===== config.mk =====
export PLATFORM = sky130hd
export DESIGN_NAME = issue_queue_alloc
export DESIGN_NICKNAME = d
export VERILOG_FILES = /design/src/rtl/issue_queue_alloc_pkg.sv /design/src/rtl/iq_ptr_ctrl.sv /design/src/rtl/issue_queue_alloc.sv
export SDC_FILE = /design/constraint.sdc
export NUM_CORES = 1
export LEC_CHECK = 0
export CORE_MARGIN = 1
export CORE_UTILIZATION = 64
export CTS_CLUSTER_SIZE = 30
export DETAILED_ROUTE_END_ITERATION = 7
export PLACE_DENSITY = 0.82
export SYNTH_ARGS = -nofsm -noshare
export SYNTH_HDL_FRONTEND = slang
export SYNTH_SLANG_ARGS = --single-unit

===== constraint.sdc =====
create_clock -name clk_i -period 7.7 [get_ports clk_i]
set_input_delay 1.54 -clock clk_i [delete_from_list [all_inputs] [get_ports clk_i]]
set_output_delay 1.54 -clock clk_i [all_outputs]
set_load 0.1 [all_outputs]

===== src/rtl/issue_queue_alloc_pkg.sv =====
// Shared sizing constants and pointer type for the 16-entry oldest-first issue queue.
package issue_queue_alloc_pkg;
  localparam int IQ_DEPTH = 16;
  localparam int IQ_IDX_W = 4;
  localparam int IQ_PTR_W = 5;  // index bits plus one wrap bit

  typedef logic [IQ_PTR_W-1:0] iq_ptr_t;
endpackage


===== src/rtl/iq_ptr_ctrl.sv =====
// Top/bottom wrap-bit pointers of the issue queue window, with full detection
// and in-order reclaim of at most one freed bottom slot per cycle.
module iq_ptr_ctrl
  import issue_queue_alloc_pkg::*;
(
  input  logic                clk_i,
  input  logic                rst_n_i,
  input  logic                flush_i,
  input  logic                alloc_fire_i,
  input  logic [IQ_DEPTH-1:0] occupied_i,
  output logic [IQ_IDX_W-1:0] top_idx_o,
  output logic [IQ_IDX_W-1:0] bot_idx_o,
  output logic                full_o
);

  iq_ptr_t top_q;
  iq_ptr_t bot_q;
  logic    empty;
  logic    reclaim;

  assign empty  = (top_q == bot_q);
  assign full_o = (top_q[IQ_IDX_W-1:0] == bot_q[IQ_IDX_W-1:0]) &&
                  (top_q[IQ_PTR_W-1] != bot_q[IQ_PTR_W-1]);

  // Holes above the bottom are left in place; only the oldest slot is reclaimed.
  assign reclaim = !empty && !occupied_i[bot_q[IQ_IDX_W-1:0]];

  always_ff @(posedge clk_i or negedge rst_n_i) begin
    if (!rst_n_i) begin
      top_q <= '0;
      bot_q <= '0;
    end else if (flush_i) begin
      top_q <= '0;
      bot_q <= '0;
    end else begin
      if (alloc_fire_i) top_q <= top_q + iq_ptr_t'(1);
      if (reclaim)      bot_q <= bot_q + iq_ptr_t'(1);
    end
  end

  assign top_idx_o = top_q[IQ_IDX_W-1:0];
  assign bot_idx_o = bot_q[IQ_IDX_W-1:0];

endmodule


===== src/rtl/issue_queue_alloc.sv =====
// Entry storage for a 16-entry oldest-first issue queue: in-order allocation,
// wakeup, issue of the externally selected entry, and a zero-cycle payload mux.
module issue_queue_alloc
  import issue_queue_alloc_pkg::*;
#(
  parameter int DEPTH  = 16,
  parameter int DATA_W = 32
) (
  input  logic                clk_i,
  input  logic                rst_n_i,
  input  logic                flush_i,
  input  logic                alloc_vld_i,
  input  logic                alloc_rdy_i,
  input  logic [DATA_W-1:0]   alloc_data_i,
  output logic                alloc_rdy_o,
  output logic [IQ_IDX_W-1:0] alloc_idx_o,
  input  logic                wakeup_vld_i,
  input  logic [IQ_IDX_W-1:0] wakeup_idx_i,
  output logic [DEPTH-1:0]    valid_array_o,
  output logic [IQ_IDX_W-1:0] bottom_ptr_o,
  input  logic [IQ_IDX_W-1:0] issue_ptr_i,
  output logic                issue_vld_o,
  output logic [DATA_W-1:0]   issue_data_o,
  input  logic                issue_rdy_i
);

  logic [DEPTH-1:0]    occupied_q;
  logic [DEPTH-1:0]    ready_q;
  logic [DEPTH-1:0]    occupied_next;
  logic [DEPTH-1:0]    ready_next;
  logic [DEPTH-1:0]    alloc_hit;
  logic [DEPTH-1:0]    wake_hit;
  logic [DEPTH-1:0]    issue_hit;
  logic [DATA_W-1:0]   payload_q [DEPTH];
  logic [IQ_IDX_W-1:0] top_idx;
  logic                full;
  logic                alloc_fire;
  logic                issue_fire;

  iq_ptr_ctrl u_ptr_ctrl (
    .clk_i        (clk_i),
    .rst_n_i      (rst_n_i),
    .flush_i      (flush_i),
    .alloc_fire_i (alloc_fire),
    .occupied_i   (occupied_q),
    .top_idx_o    (top_idx),
    .bot_idx_o    (bottom_ptr_o),
    .full_o       (full)
  );

  assign alloc_rdy_o = !full;
  assign alloc_idx_o = top_idx;
  assign alloc_fire  = alloc_vld_i && !full && !flush_i;
  assign issue_fire  = issue_vld_o && issue_rdy_i;

  genvar gi;
  generate
    for (gi = 0; gi < DEPTH; gi++) begin : g_entry
      assign alloc_hit[gi] = alloc_fire && (top_idx == IQ_IDX_W'(gi));
      // Wakeup only lands on a live entry; a slot being allocated is never live.
      assign wake_hit[gi]  = wakeup_vld_i && occupied_q[gi] &&
                             (wakeup_idx_i == IQ_IDX_W'(gi));
      assign issue_hit[gi] = issue_fire && (issue_ptr_i == IQ_IDX_W'(gi));
    end
  endgenerate

  // Issue has the last word so a same-cycle wakeup cannot re-ready a freed entry.
  assign occupied_next = (occupied_q | alloc_hit) & ~issue_hit;
  assign ready_next    = (((ready_q | wake_hit) & ~alloc_hit) |
                          (alloc_hit & {DEPTH{alloc_rdy_i}})) & ~issue_hit;

  always_ff @(posedge clk_i or negedge rst_n_i) begin
    if (!rst_n_i) begin
      occupied_q <= '0;
      ready_q    <= '0;
    end else if (flush_i) begin
      occupied_q <= '0;
      ready_q    <= '0;
    end else begin
      occupied_q <= occupied_next;
      ready_q    <= ready_next;
    end
  end

  always_ff @(posedge clk_i) begin
    if (alloc_fire) payload_q[top_idx] <= alloc_data_i;
  end

  assign valid_array_o = occupied_q & ready_q;
  assign issue_vld_o   = |valid_array_o;
  assign issue_data_o  = payload_q[issue_ptr_i];

  always_ff @(posedge clk_i) begin
    if (rst_n_i && issue_fire) assert (valid_array_o[issue_ptr_i]);
  end

endmodule


==> results.ini, run 1 <==
[timing]
hold_viol = 0
whs_ns = 0.547
fmax_mhz = 162
slew_violations = 0
setup_viol = 0
fin_crit_ns = 6.17
finClkSkew_ns = 0.0134
finalSetupTns_ns = 0
relSlewSlack_pct = 23.4
grt_setup_unrepaired = no
min_period_over_period_pct = 80.1
max_slew.worst_pin.slew_ns = 1.15

[worst_setup_path]
worstSetupPathType = in2out
path_max_fanout = 55
crit_family = buffers and inverters
critPathMaxStageDelay_ns = 1.00
critPathSlowestCell = clkdlybuf4s50_1
crit_arrival_ns = 4.63
cp.depth = 5
crit_chain = clkbuf_8 -> buf_4 -> mux4_2 -> mux4_2 -> clkdlybuf4s50_1
cp_common_cell = mux4_2
cp-end-kind = output port
crit_path_start_kind = primary input
required_ns = 6.16
ff2ff_path_depth = 5
critPathBufInv = 3

[floorplanning]
die_h_microns = 187
start_util_pct = 65.2
die_width_microns = 187
pin_count = 105
die_area_sq_um = 34900
core_area_sq_um = 33500
num_rows = 67

[clocking]
hold_buffers = 0
h-tree-depth = 2
clk_latency_ns = 0.58
clkSinkCount = 554
path_clk_slew_ns = 0.06
post_cts_resized = 0
cts_root_buf = clkbuf_16
cts_buffer_depth = 3
cts_made_buffers = 52
postCtsSetupBuffers = 0
tritoncts = built

[placed_design]
post_dp_cell_area_sq_um = 23500
gp_congestion = 0.884
port_buffers = 104
dp_hpwl_microns = 24600

[yosys]
synth_ff_type = edfxtp_1
ys_seq_area_share_pct = 75.2
synth_nets = 1053
synthesis.area_sq_um = 21900
async_flop_share_pct = 7.58
synth_warnings = 0
synth_seq_cells = 554
netlist_instances = 1001
postSynthAreaPerCell_sq_um = 21.8
synth_edf_count = 512
ys_types = 46

[final_layout]
nets = 1175
syn_to_final_growth_pct = 14.7
final_common_cell = edfxtp_1
drive_gt1_share_pct = 25.0
final_cell_mix = 512 x edfxtp_1, 163 x mux4_2, 99 x clkdlybuf4s50_1, 53 x clkbuf_16, 42 x dfrtp_1
final_cell_area_sq_um = 25100

[power_and_ir_drop]
p_clk_share_pct = 38.0
ir_drop_v = 0.000230
seqPwrFrac_pct = 52.9
switching_share_pct = 23.4
p_int_mw = 4.84
powerDensity_nw_per_um2 = 252
p_sw_mw = 1.48
p_total_mw = 6.32
p_leak_nw = 8.01
comb_power_share_pct = 9.0

[run]
cap_violations = 0

[run_status]
status = complete, no violations

[detailed_routing]
first_pass_iters = 5
vias_per_cell = 6.95
dr_total_vias = 11208
drc_errors = 0
drtIter0Drc = 1202
ant_nets = 0
totalWireLength_microns = 50500
wire_per_inst_microns = 31.3

[global_route]
gr-usage-all-layers_pct = 29.8
grt_pass1_wl_microns = 74200
antenna_found_initial = 2
grt-ovfl-total = 0
grt_pass1_vias = 11244
grt_max_degree = 56

[min_path]
hold_depth = 2
hold_path.class = reg2reg

[state kept, by name, indices dropped and copies added, names as in the netlist]
| signal | flops |
|---|---|
| payload_q | 512 |
| occupied_q | 16 |
| ready_q | 16 |
| u_ptr_ctrl.bot_q | 5 |
| u_ptr_ctrl.top_q | 5 |
[worst reg2reg max path: stages, from the launching register on]
cell	delay [ns]
dfrtp_1	0.66
xnor2_1	0.16
nand4_1	0.30
o21ai_1	0.31
or3_1	0.51
inv_2	0.85
[metrics by stage]
stage,setup slack [ns],util (%),std cells
floorplan,2.27,-,1001
global placement,1.56,70.1,1517
detailed placement,1.53,70.1,1517
CTS,1.48,74.7,1611
global route,1.38,74.7,1612
finish,1.53,74.7,1612
[metal layers]
metal | vias up | wire length [microns] | track usage (%)
li1 | 4479 | - | -
met1 | 5886 | 18500 | 40.8
met2 | 714 | 25600 | 48.8
met3 | 129 | 4600 | 5.81
met4 | 0 | 1690 | 10.6
met5 | - | 0 | 0
[synth_stat cells (7+ instances only)]
| library cell | n | share of area (%) |
|---|---|---|
| a211oi_1 | 7 | 0.24 |
| a31oi_1 | 21 | 0.60 |
| and2_1 | 17 | 0.49 |
| buf_1 | 12 | 0.21 |
| buf_4 | 8 | 0.27 |
| clkbuf_1 | 40 | 0.69 |
| dfrtp_1 | 42 | 4.8 |
| edfxtp_1 | 512 | 70 |
| inv_1 | 10 | 0.17 |
| mux4_2 | 163 | 17 |
| nand2_1 | 10 | 0.17 |
| nand2b_1 | 8 | 0.23 |
| nor2_1 | 27 | 0.46 |
| o21a_1 | 14 | 0.48 |
| o21ai_0 | 11 | 0.25 |
| o311a_1 | 8 | 0.37 |
| xnor2_1 | 7 | 0.28 |
[area by class of cell]
class / count / area (sq um)
multi-input combinational: 374 / 5220
fill: 1797 / 8470
clock buffer: 69 / 1390
clock inverter: 25 / 180
tap: 448 / 561
inverter: 10 / 37.5
antenna: 1 / 2.50
sequential: 554 / 16400
timing repair buffer: 131 / 1250
[cell families (layout without fill, tap and decap cells)]
group                    count (synthesis)  after routing  synth area share (%)
AO/OA/AOI/OAI                           91             91                  3.15
multiplexers                           169            169                  17.1
other                                    0              1                     0
adder cells (fa/ha/maj)                  5              5                 0.286
flip-flops                             554            554                  75.2
AND/OR/NAND/NOR                         99             99                  2.50
buffers and inverters                   73            235                  1.44
XOR/XNOR                                10             10                 0.401
[worst paths after layout]
kind,from,end,slack [ns]
min in group asynchronous,rst_n_i,u_ptr_ctrl.top_q[0],1.13
hold reg to reg,occupied_q[3],occupied_q[3],0.55
setup reg to reg,u_ptr_ctrl.top_q[2],payload_q[7][6],4.50
max in group asynchronous,rst_n_i,occupied_q[0],5.95
setup / recovery,issue_ptr_i[0],issue_data_o[26],1.53
hold / removal,occupied_q[3],occupied_q[3],0.55
[power groups by stage]
stage	Sequential, mW	Combinational, mW	Clock (mW)
final	3.35	0.571	2.40
after detailed placement	3.41	0.565	0
after global routing	3.35	0.594	2.53
after floorplan	3.39	0.415	0
after CTS	3.35	0.572	2.43
after global placement	3.41	0.555	0
Power figures use the tool's default switching activity.
==> run 2: changes to the inputs <==
--- a/config.mk
+++ b/config.mk
@@ -6,10 +6,10 @@
 export NUM_CORES = 1
 export LEC_CHECK = 0
 export CORE_MARGIN = 1
-export CORE_UTILIZATION = 64
+export CORE_UTILIZATION = 60
 export CTS_CLUSTER_SIZE = 30
 export DETAILED_ROUTE_END_ITERATION = 7
-export PLACE_DENSITY = 0.82
+export PLACE_DENSITY = 0.77
 export SYNTH_ARGS = -nofsm -noshare
 export SYNTH_HDL_FRONTEND = slang
 export SYNTH_SLANG_ARGS = --single-unit
==> constraint.sdc (replaced) <==
create_clock -name clk_i -period 6.3 [get_ports clk_i]
set_input_delay 1.26 -clock clk_i [delete_from_list [all_inputs] [get_ports clk_i]]
set_output_delay 1.26 -clock clk_i [all_outputs]
set_load 0.1 [all_outputs]
==> results.ini, run 2 (same netlist as run 1, synthesis figures left out) <==
[run_status]
status = finished with violations
violations = design-rule violations

[clocking]
post_cts_resized = 0  ; unchanged
cts_buffer_depth = 3  ; unchanged
hold_buffers = 0  ; unchanged
cts_made_buffers = 53  ; +1.9%
clkSinkCount = 554  ; unchanged
h-tree-depth = 2  ; unchanged
tritoncts = built
cts_root_buf = clkbuf_16
path_clk_slew_ns = 0.06  ; about the same
postCtsSetupBuffers = 0  ; unchanged
clk_latency_ns = 0.57  ; about the same

[timing]
max_slew.worst_pin.slew_ns = 1.19  ; +0.0378 ns
slew_violations = 0  ; unchanged
grt_setup_unrepaired = no
whs_ns = 0.545  ; -0.00181 ns
min_period_over_period_pct = 83.6
hold_viol = 0  ; unchanged
relSlewSlack_pct = 20.8  ; -2.6 points
fmax_mhz = 190
setup_viol = 0  ; unchanged
finalSetupTns_ns = 0  ; unchanged
finClkSkew_ns = 0.00992  ; -0.00348 ns
fin_crit_ns = 5.26

[detailed_routing]
totalWireLength_microns = 48200  ; -4.5%
drtIter0Drc = 1144  ; -4.8%
first_pass_iters = 8  ; +3
vias_per_cell = 6.65  ; -4.4%
dr_total_vias = 10792  ; -3.7%
ant_nets = 0  ; unchanged
wire_per_inst_microns = 29.7  ; -5.2%
drc_errors = 10  ; +10

[floorplanning]
die_area_sq_um = 37200  ; +6.6%
die_h_microns = 193  ; +3.2%
pin_count = 105  ; unchanged
start_util_pct = 61.2  ; -4.0 points
num_rows = 69  ; +3.0%
core_area_sq_um = 35700  ; +6.6%
die_width_microns = 193  ; +3.2%

[final_layout]
nets = 1173  ; -0.17%
reg_top3 = payload_q: 512 flops, occupied_q: 16 flops, ready_q: 16 flops
final_cell_area_sq_um = 25100  ; +0.24%
final_cell_mix = 512 x edfxtp_1, 163 x mux4_2, 75 x clkdlybuf4s50_1, 53 x clkbuf_16, 48 x buf_4
top_register = payload_q
final_common_cell = edfxtp_1
n_fill_cell = 2110  ; +17%
largest_reg_flops = 512  ; unchanged
layout.cells.non_filler = 1624  ; +0.74%
drive_gt1_share_pct = 27.8  ; +2.8 points
syn_to_final_growth_pct = 14.9

[worst_setup_path]
worstSetupPathType = in2out
required_ns = 5.04  ; -1.12 ns
critPathSlowestCell = buf_4
crit_path_start_kind = primary input
path_max_fanout = 56  ; +1.8%
crit_arrival_ns = 4.00  ; -0.63 ns
critPathMaxStageDelay_ns = 0.70  ; -0.30 ns
crit_family = buffers and inverters
cp-end-kind = output port
crit_chain = clkbuf_8 -> buf_4 -> mux4_2 -> mux4_2 -> buf_4
critPathBufInv = 3  ; unchanged

[power_and_ir_drop]
ir_drop_v = 0.000302  ; +31%
powerDensity_nw_per_um2 = 315  ; +25%
p_total_mw = 7.92  ; +25%
p_leak_nw = 8.09  ; +1.0%

[placed_design]
dp_hpwl_microns = 25800  ; +5.0%
post_dp_cell_area_sq_um = 23400  ; -0.34%
dp_cells = 1527  ; +0.66%
port_buffers = 104  ; unchanged
gp_congestion = 0.856  ; -3.2%

[global_route]
antenna_found_initial = 1  ; -1
grt_pass1_vias = 10999  ; -2.2%
grt_max_degree = 57  ; +1.8%
gr-usage-all-layers_pct = 26.9  ; -2.9 points
grt-ovfl-total = 0  ; unchanged
grt_pass1_wl_microns = 70100  ; -5.5%

[min_path]
hold_path.class = reg2reg

[run]
cap_violations = 0  ; unchanged

[run 2: worst register-to-register path, stage by stage (launching register included)]
cell and delay [ns]:
dfrtp_1 0.70, xnor2_1 0.12, nand4_1 0.29, o211ai_1 0.13, buf_4 0.27, or3_1 0.44, inv_2 0.43, buf_4 0.47
[run 2: metrics by stage]
stage	util, %	setup slack, ns
3_5_place_dp	65.5	1.03
6_report	70.3	1.04
2_1_floorplan	-	1.43
3_3_place_gp	65.5	1.05
4_1_cts	70.3	0.948
5_1_grt	70.3	0.861
[run 2: final cells by class]
type                    instances  area, sq um  share of cell area [%]
diodes                          1         2.50                 0.00996
clock buffers                  61         1360                    5.40
well taps                     461          577                    2.30
clock inverters                35          350                    1.39
multi-input cells             374         5220                    20.8
flip-flops and latches        554        16400                    65.4
repair buffers                128         1160                    4.62
inverters                      10         37.5                   0.149
[run 2: per-layer routing]
metal  vias up  track usage, %  wire length [microns]
met5         -               0                      0
met4         0            8.24                   1130
met3        89            4.98                   3610
met2       551            45.5                  25000
met1      5692            35.8                  18500
li1       4460               -                      -
[run 2: where the power goes]
group | switching, mW | internal, mW
Clock | 1.32 | 1.82
Sequential | 0.0317 | 4.05
Combinational | 0.461 | 0.224
Total | 1.82 | 6.10
[run 2: worst paths after layout]
check,from,to,slack [ns],depth (start not counted)
worst max register to register,u_ptr_ctrl.top_q[2],payload_q[11][20],3.11,7
worst max-delay path,issue_ptr_i[0],issue_data_o[16],1.04,5
max in group asynchronous,rst_n_i,occupied_q[15],4.83,1
min in group asynchronous,rst_n_i,u_ptr_ctrl.top_q[1],0.84,1
worst min-delay path,occupied_q[7],occupied_q[7],0.55,2
worst min register to register,occupied_q[7],occupied_q[7],0.55,2
